File: src/rtl/pipelined_cla_adder_pkg.sv
// Shared ALU constants for the adder and the ALU decoder.
package pipelined_cla_adder_pkg;

    localparam logic OP_ADD = 1'b0;
    localparam logic OP_SUB = 1'b1;

endpackage

File: src/rtl/pipelined_cla_adder_cla_group.sv
// N-bit carry-lookahead cell: group generate/propagate plus the
// carry into every bit, all in flat sum-of-products form.
module cla_group #(
    parameter int N = 4
) (
    input  logic [N-1:0] g,
    input  logic [N-1:0] p,
    input  logic         c,
    output logic         G,
    output logic         P,
    output logic [N-1:0] C
);

    // Carry into bit i: c & p[0..i-1] | OR_k g[k] & p[k+1..i-1].
    // With i == N and c == 0 this is exactly the group generate.
    function automatic logic carry_into(
        input logic [N-1:0] gv,
        input logic [N-1:0] pv,
        input logic         cv,
        input int           i
    );
        logic r;
        logic t;
        r = cv;
        for (int j = 0; j < i; j++) r = r & pv[j];
        for (int k = 0; k < i; k++) begin
            t = gv[k];
            for (int j = k + 1; j < i; j++) t = t & pv[j];
            r = r | t;
        end
        return r;
    endfunction

    always_comb begin
        C = '0;
        for (int i = 0; i < N; i++) C[i] = carry_into(g, p, c, i);
        G = carry_into(g, p, 1'b0, N);
        P = &p;
    end

endmodule

File: src/rtl/pipelined_cla_adder.sv
// Two-stage pipelined carry-lookahead adder/subtractor with flags
// and a valid/ready handshake; the whole pipe stalls together.
module pipelined_cla_adder
    import pipelined_cla_adder_pkg::*;
#(
    parameter int WIDTH = 32,
    parameter int GROUP = 4
) (
    input  logic             clk,
    input  logic             rst,
    input  logic             in_valid,
    output logic             in_ready,
    input  logic [WIDTH-1:0] a,
    input  logic [WIDTH-1:0] b,
    input  logic             cin,
    input  logic             op,
    output logic             out_valid,
    input  logic             out_ready,
    output logic [WIDTH-1:0] sum,
    output logic             cout,
    output logic             ovf,
    output logic             zero
);

    localparam int NG = WIDTH / GROUP;

    logic             adv;
    logic [WIDTH-1:0] b_eff, g_d, p_d;
    logic             c0_d;
    logic [NG-1:0]    gg_d, gp_d;
    logic [WIDTH-1:0] s1_cy_unused;

    logic             s1_valid_q, c0_q;
    logic [WIDTH-1:0] g_q, p_q;
    logic [NG-1:0]    gg_q, gp_q;

    logic [NG-1:0]    grp_cy;
    logic             word_g, word_p;
    logic [NG-1:0]    s2_g_unused, s2_p_unused;
    logic [WIDTH-1:0] cy;
    logic [WIDTH-1:0] sum_d;
    logic             cout_d, ovf_d, zero_d;

    logic             out_valid_q, cout_q, ovf_q, zero_q;
    logic [WIDTH-1:0] sum_q;

    assign adv      = !out_valid_q || out_ready;
    assign in_ready = adv;

    assign b_eff = (op == OP_SUB) ? ~b : b;
    assign c0_d  = (op == OP_SUB) ? 1'b1 : cin;
    assign g_d   = a & b_eff;
    assign p_d   = a ^ b_eff;

    // Stage 1 needs only group G/P; in-group carries wait for stage 2.
    for (genvar k = 0; k < NG; k++) begin : g_s1
        cla_group #(.N(GROUP)) u_grp (
            .g (g_d[k*GROUP +: GROUP]),
            .p (p_d[k*GROUP +: GROUP]),
            .c (1'b0),
            .G (gg_d[k]),
            .P (gp_d[k]),
            .C (s1_cy_unused[k*GROUP +: GROUP])
        );
    end

    cla_group #(.N(NG)) u_top (
        .g (gg_q),
        .p (gp_q),
        .c (c0_q),
        .G (word_g),
        .P (word_p),
        .C (grp_cy)
    );

    for (genvar k = 0; k < NG; k++) begin : g_s2
        cla_group #(.N(GROUP)) u_grp (
            .g (g_q[k*GROUP +: GROUP]),
            .p (p_q[k*GROUP +: GROUP]),
            .c (grp_cy[k]),
            .G (s2_g_unused[k]),
            .P (s2_p_unused[k]),
            .C (cy[k*GROUP +: GROUP])
        );
    end

    assign sum_d  = p_q ^ cy;
    assign cout_d = word_g | (word_p & c0_q);
    assign ovf_d  = cy[WIDTH-1] ^ cout_d;
    assign zero_d = ~|sum_d;

    always_ff @(posedge clk or posedge rst) begin
        if (rst) begin
            s1_valid_q  <= 1'b0;
            c0_q        <= 1'b0;
            g_q         <= '0;
            p_q         <= '0;
            gg_q        <= '0;
            gp_q        <= '0;
            out_valid_q <= 1'b0;
            sum_q       <= '0;
            cout_q      <= 1'b0;
            ovf_q       <= 1'b0;
            zero_q      <= 1'b0;
        end else if (adv) begin
            s1_valid_q  <= in_valid;
            c0_q        <= c0_d;
            g_q         <= g_d;
            p_q         <= p_d;
            gg_q        <= gg_d;
            gp_q        <= gp_d;
            out_valid_q <= s1_valid_q;
            sum_q       <= sum_d;
            cout_q      <= cout_d;
            ovf_q       <= ovf_d;
            zero_q      <= zero_d;
        end
    end

    assign out_valid = out_valid_q;
    assign sum       = sum_q;
    assign cout      = cout_q;
    assign ovf       = ovf_q;
    assign zero      = zero_q;

endmodule

File: config.mk
export PLATFORM = sky130hd
export DESIGN_NAME = pipelined_cla_adder
export DESIGN_NICKNAME = d
export VERILOG_FILES = /design/src/rtl/pipelined_cla_adder_pkg.sv /design/src/rtl/pipelined_cla_adder_cla_group.sv /design/src/rtl/pipelined_cla_adder.sv
export SDC_FILE = /design/constraint.sdc
export NUM_CORES = 1
export LEC_CHECK = 0
export CORE_MARGIN = 1.5
export CORE_UTILIZATION = 45
export CTS_CLUSTER_DIAMETER = 30
export DETAILED_ROUTE_END_ITERATION = 8
export PLACE_DENSITY = 0.8
export SETUP_SLACK_MARGIN = 0.05
export SLEW_MARGIN = 10
export SYNTH_ARGS = -nofsm -noshare
export SYNTH_HDL_FRONTEND = slang
export SYNTH_SLANG_ARGS = --single-unit
File: constraint.sdc
create_clock -name clk -period 3.8 [get_ports clk]
set_input_delay 0.95 -clock clk [delete_from_list [all_inputs] [get_ports clk]]
set_output_delay 0.95 -clock clk [all_outputs]
set_load 0.02 [all_outputs]
Word level (Yosys, flattened, before mapping)
Cells that the tools add are included.
{"block": "word_totals", "wordCells": 271, "inputBits": 70, "regBits": 117}
{"block": "op_classes", "reduce_logical": 13, "n_bitwise": 245, "muxes": 2}
{"op": "1-bit bitwise AND", "count": 132}
{"op": "1-bit OR", "count": 108}
{"op": "32-bit bitwise XOR", "count": 2}
{"op": "32-bit bitwise AND", "count": 1}
{"op": "32-bit two-way mux", "count": 1}
{"op": "32-bit inverter", "count": 1}
{"op": "4-bit AND reduction", "count": 8}
{"op": "32-bit OR reduction", "count": 1}
{"op": "8-bit AND reduction", "count": 1}
{"op": "1-bit logical NOT", "count": 2}
{"op": "1-bit logical OR", "count": 1}
{"op": "1-bit two-way mux", "count": 1}
{"op": "1-bit bitwise XOR", "count": 1}

Logic depth before layout (Yosys ltp)
Gate-level depths: netlist (run 1).
{"block": "depth", "ltp_word": 23, "ltp_mapped": 12, "mapped_depth_nobuf": 12}

Cells and area by module
A second synthesis (run 1) with hierarchy kept.
{"block": "hier_totals", "hier_cells": 810, "area_unflattened_um2": 6683.9}
{"mod": "pipelined_cla_adder", "cells_each": 579, "area_per_inst_um2": 5444.0, "n_inst": 1}
{"mod": "cla_group (g_s1[0].u_grp ...)", "cells_each": 13, "area_per_inst_um2": 67.6, "n_inst": 16}
{"mod": "cla_group (u_top)", "cells_each": 23, "area_per_inst_um2": 158.9, "n_inst": 1}

Worst setup path after synthesis (run 1)
Ideal clock, no wire load.
{"block": "synth_timing", "path_kind": "register -> register", "startpoint": "reg c0_q", "endpoint": "reg zero_q (netlist: zero)", "synth_period_minus_slack_ns": 2.889, "stages_incl_launch_ff": 13, "arrival_time_ns": 2.785, "required_time_ns": 3.696, "setup_slack_ns": 0.911, "cell_sequence": "dfrtp_1 -> a21o_1 -> a21o_1 -> a2111o_1 -> nand2_1 -> inv_1 -> a21o_1 -> ha_1 -> o211ai_1 -> nand2_1 -> xor2_1 -> or4_4 -> o41ai_2"}
{"block": "synth_between", "elab_chain_len": 23}
{"item": "start, declared", "line_no": "pipelined_cla_adder.sv:33", "rtl": "logic s1_valid_q, c0_q;"}
{"item": "start signal, assigned", "line_no": "pipelined_cla_adder.sv:95", "rtl": "c0_q <= 1'b0;"}
{"item": "start signal, assigned", "line_no": "pipelined_cla_adder.sv:107", "rtl": "c0_q <= c0_d;"}
{"item": "1-bit bitwise AND (7 in a row)", "line_no": "pipelined_cla_adder_cla_group.sv:25", "rtl": "for (int j = 0; j < i; j++) r = r & pv[j];"}
{"item": "1-bit OR (7 in a row)", "line_no": "pipelined_cla_adder_cla_group.sv:29", "rtl": "r = r | t;"}
{"item": "1-bit bitwise AND (3 in a row)", "line_no": "pipelined_cla_adder_cla_group.sv:25"}
{"item": "1-bit OR (3 in a row)", "line_no": "pipelined_cla_adder_cla_group.sv:29"}
{"item": "32-bit bitwise XOR (*)", "line_no": "pipelined_cla_adder.sv:87", "rtl": "assign sum_d = p_q ^ cy;"}
{"item": "32-bit OR reduction (*)", "line_no": "pipelined_cla_adder.sv:90", "rtl": "assign zero_d = ~|sum_d;"}
{"item": "1-bit logical NOT (*)", "line_no": "pipelined_cla_adder.sv:90"}
{"item": "end signal, assigned", "line_no": "pipelined_cla_adder.sv:116", "rtl": "zero_q <= zero_d;"}
{"item": "end, declared", "line_no": "pipelined_cla_adder.sv:44", "rtl": "logic out_valid_q, cout_q, ovf_q, zero_q;"}
Every way passes the cells marked *; elsewhere a longest branch is shown, timed or not.
A chain may end at the register's enable or synchronous reset.

Final worst setup path (run 1)
Same ends and word-level chain as after synthesis.

==> reports/results.ini, run 1 <==
[status]
status=finished, final reports clean

[grt]
grt_max_degree=111
grt_pass1_vias=4598
grt_usage=0.206
grt_pass1_wl_mm=21.7
antenna_found_initial=0
grt-ovfl-total=0

[timing]
max-slew-margin-rel=0.383
setup_tns_ns=0
hold_viol_final=0
worst_pin_slew_ns=0.925
fin_hold_ws_ns=0.474
period_needed_ns=3.20
fin_skew_ns=0.00713
slew_violations=0
post-route-period-util=0.843
setup_viol=0
max_freq_mhz=312
rsz0062_at_grt=false

[layout]
most-common-layout-cells=260 x nand2_1, 110 x dfrtp_1, 105 x clkdlybuf4s50_1
final_common_cell=nand2_1
n_antenna_cell=0
multiInputGateArea_um2=2870
fillerInstances=1118
postLayoutCellArea_um2=7260
regArea_um2=2750
area_growth_syn_to_layout_pct=26.6
final_nets=849
drive_above_1_share=0.0444

[route]
firstDrtPassIters=5
viasPerCell=5.20
wl_per_cell_um=14.3
vias=4767
drc_errors=0
drtAntennaViolNets=0
drt_iter0_drc=278
wirelength_mm=13.1

[power]
power_density_nw_per_um2=542
power.leakage_nw=3.59
switching_share=0.355
switchingPower_mw=1.40
share_comb_of_total_power=0.356
power_mw=3.94
clkPwrFrac=0.226
ir_worst_vdd_v=0.000226
p_seq_frac=0.418
p_int_mw=2.54

[clocking]
cts_tree=yes
clkSlewWorstSetupHoldPaths_ns=0.07
cts_hold_buffers=0
clkSinkCount=110
clk_path_buf_depth=2
numCtsBuffers=9
cts-root-buf=clkbuf_16
clk_latency_ns=0.34
htree_levels=3
postCtsSetupRepairBufs=0
cts_resized=0

[floorplan]
dieArea_um2=13400
io_pins=107
design.core.area_um2=12500
start_util=0.459
rows=41
fp.dieW_um=116
die_h_um=116

[worst_setup_path]
r2r-start=c0_q$_DFFE_PP0P_
cp_cell_sequence=a21o_1 > a21o_1 > a2111o_1 > nand2_1 > inv_1 > a31o_2 > ha_1 > o21a_1 > o41ai_1 > nand4b_1 > o41ai_2
end_kind=flip-flop
cp_max_fo=7
critPathLaunchType=flip-flop
cpPeakStageDelay_ns=0.46
worstSetupStartpoint=c0_q$_DFFE_PP0P_
worstSetupPathType=reg2reg
crit_path_top_delay_cell=a2111o_1
required_ns=4.04
r2r_cells=11
worstPathArrival_ns=3.45
crit_top_cell=a21o_1

[placement]
hpwlAfterDp_mm=9.73
io_buffers=106
placed_cell_area_um2=6980
gp_congestion=0.857

[hold_path]
hold_class=reg2reg
hold_start=sum[10]$_DFFE_PP0P_
hold-path-cell-count=2

[run]
drv_cap=0

[synth]
yosysWarnings=0
syn_inst=645
synth_seq_area_share=0.480
yosysUniqueCellTypes=41
avgSynthCellArea_um2=8.90
synth_nets=755
synth_seq_cells=110
synth_area_um2=5740

-- power by group through the flow --
stage | sequential, mW | combinational (mW) | clock (mW)
final | 1.64 | 1.40 | 0.890
after detailed placement | 1.67 | 1.40 | 0
after floorplan | 1.79 | 0.648 | 0
after CTS | 1.65 | 1.41 | 0.904
after global placement | 1.66 | 1.37 | 0
after global routing | 1.68 | 1.55 | 0.960
-- final cells by class --
class | instances | area share
tap | 172 | 0.0296
inverter | 6 | 0.00362
clock inverter | 6 | 0.00637
sequential | 110 | 0.379
multi-input combinational | 501 | 0.395
timing repair buffer | 111 | 0.154
clock buffer | 10 | 0.0329
-- critical path: cells and delay by family (launching register included) --
family	cells	cell delay, ns
AND/OR/NAND/NOR	2	0.30
adder cells (fa/ha/maj)	1	0.21
buffers and inverters	1	0.08
flip-flops	1	0.41
AO/OA/AOI/OAI	7	2.11
-- synth_stat cells, drive strengths merged --
master   instances  area share
clkbuf          24       0.016
nor3            11       0.011
a211oi           6      0.0078
o211ai           4      0.0052
a31o             1      0.0015
nor4             3      0.0033
or2              2      0.0022
inv              6      0.0039
nor4b            1      0.0015
and3             2      0.0022
a2111o           1      0.0020
or3              4      0.0046
a21oi           15       0.013
nand4            9      0.0098
o2111ai          1      0.0015
and2             3      0.0033
a21o            22       0.029
o31ai            6      0.0078
o22ai            2      0.0022
dfrtp          110        0.48
nand2          260        0.17
and4             1      0.0015
xnor2            5      0.0076
or4              1      0.0020
o21ai           33       0.029
o21a             6      0.0078
o41ai            2      0.0044
nand3            2      0.0017
o211a            3      0.0052
nand4b           1      0.0015
nand3b           1      0.0013
a31oi            1      0.0011
xor2            40       0.061
ha              40       0.087
buf              4      0.0026
nor2            10      0.0065
nand2b           1      0.0011
nor2b            1      0.0011
-- final timing paths --
check | to | slack, ns
worst min-delay path | sum[10]$_DFFE_PP0P_ | 0.47
worst max register to register | zero$_DFFE_PP0P_ | 0.60
max in group asynchronous | gp_q[5]$_DFFE_PP0P_ | 2.25
min in group asynchronous | g_q[4]$_DFFE_PP0P_ | 1.12
worst max-delay path | zero$_DFFE_PP0P_ | 0.60
worst min register to register | sum[10]$_DFFE_PP0P_ | 0.47
-- cell families (layout without fill, tap and decap cells) --
logic type | Yosys count | count (layout) | share of synthesized area
AO/OA/AOI/OAI | 103 | 103 | 0.117
flip-flops | 110 | 110 | 0.480
adder cells (fa/ha/maj) | 40 | 40 | 0.0872
buffers and inverters | 34 | 133 | 0.0222
XOR/XNOR | 45 | 45 | 0.0687
AND/OR/NAND/NOR | 313 | 313 | 0.225
-- through the flow --
| stage | setup slack [ns] | utilization | cells |
|---|---|---|---|
| 3_5_place_dp | 0.613 | 0.558 | 900 |
| 6_report | 0.595 | 0.580 | 916 |
| 3_3_place_gp | 0.634 | 0.558 | 900 |
| 2_1_floorplan | 0.911 | - | 645 |
| 4_1_cts | 0.579 | 0.580 | 916 |
| 5_1_grt | 0.429 | 0.580 | 916 |
-- routing by layer --
metal	global-route usage	vias to the layer above	routed length, µm
met5	0	-	0
met4	0.0724	0	256
met3	0.0241	18	681
met2	0.344	143	6270
met1	0.281	2253	5920
li1	-	2353	-
-- state kept, by name, indices dropped and copies added, names as in the netlist --
signal	cells
ovf	1
c0_q	1
gp_q	8
p_q	32
s1_valid_q	1
cout	1
out_valid	1
gg_q	8
zero	1
sum	32
g_q	24
Power figures use the tool's default switching activity.
==> run 2: changes to the inputs <==
--- a/config.mk
+++ b/config.mk
@@ -9,7 +9,7 @@
 export CORE_UTILIZATION = 45
 export CTS_CLUSTER_DIAMETER = 30
 export DETAILED_ROUTE_END_ITERATION = 8
-export PLACE_DENSITY = 0.8
+export PLACE_DENSITY = 0.77
 export SETUP_SLACK_MARGIN = 0.05
 export SLEW_MARGIN = 10
 export SYNTH_ARGS = -nofsm -noshare
==> constraint.sdc (replaced) <==
create_clock -name clk -period 3.2 [get_ports clk]
set_input_delay 0.8 -clock clk [delete_from_list [all_inputs] [get_ports clk]]
set_output_delay 0.8 -clock clk [all_outputs]
set_load 0.02 [all_outputs]
==> run 2 against run 1 <==
Net effect:
- core utilization up 0.47 points
- combinational power up 22%
- hold slack worse by 0.0039 ns
- sequential share of layout area down 0.30 points
- clock power up 17%
- sequential cell count unchanged
- sequential power up 20%
- largest power group unchanged
- highest routed layer unchanged
==> reports/results.ini, run 2 (same netlist as run 1, synthesis figures left out) <==
[status]
status=finished, final reports clean

[placement]
gp_congestion=0.879
dpl.cell_count=900
hpwlAfterDp_mm=10.1
io_buffers=106
placed_cell_area_um2=6980
dp_slack_ns=0.0244

[grt]
antenna_found_initial=0
grt-ovfl-total=0
grt_usage=0.210
grt_pass1_vias=4762
grt_max_degree=111
grt_pass1_wl_mm=22.3

[worst_setup_path]
worstPathArrival_ns=3.27
cp_max_fo=7
end_kind=flip-flop
required_ns=3.45
critPathLaunchType=flip-flop
worstSetupPathType=reg2reg

[layout]
drive_above_1_share=0.0576
most-common-layout-cells=259 x nand2_1, 110 x dfrtp_1, 105 x clkdlybuf4s50_1
fillerInstances=1128
stdcell_count=919
multiInputGateArea_um2=2920
final_nets=852
postLayoutCellArea_um2=7320
area_growth_syn_to_layout_pct=27.6
n_antenna_cell=0
final_common_cell=nand2_1
regArea_um2=2750

[timing]
max_freq_mhz=331
worst_pin_slew_ns=0.792
period_needed_ns=3.02
post-route-period-util=0.944
slew_violations=0
max-slew-margin-rel=0.469
setup_viol=0
setup_ws_ns=0.178
fin_skew_ns=0.00932
fin_hold_ws_ns=0.470
rsz0062_at_grt=false
setup_tns_ns=0
hold_viol_final=0

[clocking]
htree_levels=3
clkSinkCount=110
cts_tree=yes
numCtsBuffers=9
cts-root-buf=clkbuf_16
clkSlewWorstSetupHoldPaths_ns=0.07
clk_latency_ns=0.34
clk_path_buf_depth=2

[route]
vias=4783
drc_errors=0
drtAntennaViolNets=0
firstDrtPassIters=4
viasPerCell=5.20
wl_per_cell_um=14.8
wirelength_mm=13.6
drt_iter0_drc=325

[hold_path]
hold_class=reg2reg

[power]
ir_worst_vdd_v=0.000277
power_density_nw_per_um2=643
power.leakage_nw=3.62

[floorplan]
dieArea_um2=13400
die_h_um=116
io_pins=107
fp.dieW_um=116
start_util=0.459
design.core.area_um2=12500
rows=41

[run]
drv_cap=0

==> run 2: changes by cell type in the layout (fill, tap and decap cells not counted), sizes merged <==
cell / delta
buf: +3
inv: +2
clkinv: -1
clkinvlp: -1
==> run 2: worst paths after layout <==
check,startpoint,to,slack (ns),depth (start not counted)
setup / recovery,c0_q$_DFFE_PP0P_,ovf$_DFFE_PP0P_,0.18,12
hold / removal,sum[8]$_DFFE_PP0P_,sum[8]$_DFFE_PP0P_,0.47,2
setup reg to reg,c0_q$_DFFE_PP0P_,ovf$_DFFE_PP0P_,0.18,12
hold reg to reg,sum[8]$_DFFE_PP0P_,sum[8]$_DFFE_PP0P_,0.47,2
max in group asynchronous,rst,p_q[13]$_DFFE_PP0P_,1.79,3
min in group asynchronous,rst,sum[6]$_DFFE_PP0P_,0.95,3
==> run 2: power by group <==
group | switching, mW | total [mW] | leakage (nW) | internal (mW)
logic | 0.939 | 1.71 | 2.12 | 0.776
clock network | 0.503 | 1.04 | 0.134 | 0.535
registers | 0.246 | 1.96 | 1.36 | 1.71
total | 1.69 | 4.71 | 3.62 | 3.02
==> run 2: layout make-up <==
| type | count | share of cell area |
|---|---|---|
| repair buffers | 114 | 0.156 |
| well taps | 172 | 0.0294 |
| clock buffers | 10 | 0.0313 |
| flip-flops and latches | 110 | 0.376 |
| clock inverters | 6 | 0.00598 |
| multi-input cells | 501 | 0.398 |
| inverters | 6 | 0.00359 |
==> run 2: metal layers <==
layer / GRT usage / share of wire
met5: 0 / 0
met4: 0.0813 / 0.022
met3: 0.0272 / 0.042
met2: 0.363 / 0.50
met1: 0.269 / 0.44
==> run 2: worst max-delay path: stages, from the launching register on <==
cell and delay [ns]:
dfrtp_1 0.40, a21o_1 0.21, a21o_1 0.19, a2111o_1 0.45, nand2_2 0.09, inv_1 0.07, a31o_2 0.25, ha_1 0.21
o21a_4 0.23, o21a_1 0.21, o31ai_4 0.31, nor4b_2 0.10, a211oi_2 0.20
==> run 2: metrics by stage <==
stage | total power [mW] | utilization
2_1_floorplan | 2.90 | -
3_3_place_gp | 3.60 | 0.558
3_5_place_dp | 3.65 | 0.558
4_1_cts | 4.68 | 0.580
5_1_grt | 4.98 | 0.585
6_report | 4.71 | 0.585
==> run 2: repair_timing <==
| action | CTS | global route |
|---|---|---|
| setup buffers | 1 | 2 |
| endpoints found under the setup margin | 2 | 2 |
| hold buffers | 0 | 0 |
| pin swaps | 1 | 8 |
| resized for setup | 0 | 11 |
==> run 3: changes to the inputs <==
--- a/config.mk
+++ b/config.mk
@@ -5,7 +5,6 @@
 export SDC_FILE = /design/constraint.sdc
 export NUM_CORES = 1
 export LEC_CHECK = 0
-export CORE_MARGIN = 1.5
 export CORE_UTILIZATION = 45
 export CTS_CLUSTER_DIAMETER = 30
 export DETAILED_ROUTE_END_ITERATION = 8
==> run 3 against run 2 <==
Net effect:
- count of clock-buffer cells in the layout grew 3
- worst setup slack lost 0.026 ns
- non-clock buffer count grew 1
- global-route usage grew 1.2 points
- combinational power is essentially flat
- fmax shrank 0.86%
- core utilization grew 1.5 points
- hold slack lost 0.0013 ns
==> reports/results.ini, run 3 (same netlist as run 1, synthesis figures left out) <==
[clocking]
clk_path_buf_depth=2
numCtsBuffers=9
cts_hold_buffers=0
clkSinkCount=110
cts_tree=yes
htree_levels=3
clkSlewWorstSetupHoldPaths_ns=0.07
cts-root-buf=clkbuf_16
clk_latency_ns=0.35

[layout]
area_growth_syn_to_layout_pct=27.8
most-common-layout-cells=259 x nand2_1, 110 x dfrtp_1, 105 x clkdlybuf4s50_1
finish.utilization=0.601
n_antenna_cell=0
final_nets=853
final_common_cell=nand2_1
fillerInstances=1094
drive_above_1_share=0.0495
postLayoutCellArea_um2=7330
regArea_um2=2750
multiInputGateArea_um2=2880

[timing]
period_needed_ns=3.05
hold_viol_final=0
post-route-period-util=0.953
max_freq_mhz=328
fin_skew_ns=0.00678
worst_pin_slew_ns=0.799
max-slew-margin-rel=0.467
setup_tns_ns=0
fin_hold_ws_ns=0.469
slew_violations=0
rsz0062_at_grt=true
setup_viol=0

[placement]
io_buffers=106
hpwlAfterDp_mm=10.3
gp_congestion=0.855
placed_cell_area_um2=7010

[floorplan]
start_util=0.470
io_pins=107
dieArea_um2=13200
fp.dieW_um=115
design.core.area_um2=12200
die_h_um=115
rows=40

[worst_setup_path]
worstSetupPathType=reg2reg
cp_max_fo=3
worstPathArrival_ns=3.29
end_kind=flip-flop
required_ns=3.45
critPathLaunchType=flip-flop

[grt]
grt_pass1_vias=4882
antenna_found_initial=0
grt_usage=0.222
grt_pass1_wl_mm=22.9
grt_max_degree=138
grt-ovfl-total=0

[route]
firstDrtPassIters=5
wl_per_cell_um=15.1
drc_errors=0
drt_iter0_drc=323
wirelength_mm=13.8
drtAntennaViolNets=0
viasPerCell=5.27
vias=4826

[run]
drv_cap=0

[power]
power_density_nw_per_um2=650
power.leakage_nw=3.63
ir_worst_vdd_v=0.000328
power_mw=4.76

[hold_path]
hold_class=reg2reg

[status]
status=finished, final reports clean

[run 3: changes by cell type in the layout (fill, tap and decap cells not counted), sizes merged]
cell / change
buf: +1
clkbuf: +3
inv: -3
bufinv: +1
clkinvlp: -1
[run 3: layout make-up]
cell class | instances | share of cell area
inverters | 6 | 0.00358
clock inverters | 3 | 0.00597
well taps | 168 | 0.0287
repair buffers | 115 | 0.160
clock buffers | 13 | 0.0341
multi-input cells | 501 | 0.392
flip-flops and latches | 110 | 0.375
[run 3: critical path, cell delays in order, from the launching register on]
cell and delay (ns):
dfrtp_1 0.39, a21o_1 0.20, a21o_1 0.19, buf_4 0.14, a21o_1 0.19, a21o_1 0.18
ha_1 0.21, o211a_1 0.25, nor3_2 0.17, xnor2_1 0.15, or4_4 0.54, o41ai_2 0.33
[run 3: worst paths after layout]
path | startpoint | end | slack, ns | cells past startpoint
worst max-delay path | c0_q$_DFFE_PP0P_ | zero$_DFFE_PP0P_ | 0.15 | 11
worst min-delay path | sum[18]$_DFFE_PP0P_ | sum[18]$_DFFE_PP0P_ | 0.47 | 2
worst max register to register | c0_q$_DFFE_PP0P_ | zero$_DFFE_PP0P_ | 0.15 | 11
worst min register to register | sum[18]$_DFFE_PP0P_ | sum[18]$_DFFE_PP0P_ | 0.47 | 2
max in group asynchronous | rst | g_q[21]$_DFFE_PP0P_ | 1.61 | 3
min in group asynchronous | rst | sum[11]$_DFFE_PP0P_ | 0.93 | 2
[run 3: per-layer routing]
| metal | global-route usage | routed length (µm) | up-vias |
|---|---|---|---|
| met5 | 0 | 0 | - |
| met1 | 0.282 | 6070 | 2307 |
| met2 | 0.381 | 6740 | 144 |
| li1 | - | - | 2348 |
| met3 | 0.0343 | 624 | 27 |
| met4 | 0.0892 | 370 | 0 |
[run 3: where the power goes]
part | internal [mW] | switching, mW | total (mW) | leakage [nW]
clock | 0.630 | 0.481 | 1.11 | 0.144
sequential | 1.71 | 0.246 | 1.96 | 1.36
combinational | 0.771 | 0.925 | 1.70 | 2.13
[run 3: stage by stage]
step           std cells  setup slack [ns]
2_1_floorplan        645             0.311
3_3_place_gp         897             0.157
3_5_place_dp         897            0.0857
4_1_cts              913            0.0620
5_1_grt              916            0.0408
6_report             916             0.151
[run 3: what timing repair did]
item                                   in CTS  in global routing
buffers inserted                            0                  3
setup endpoints to repair                   0                  3
gates resized for setup                     0                  3
endpoints found under the hold margin       0                  0
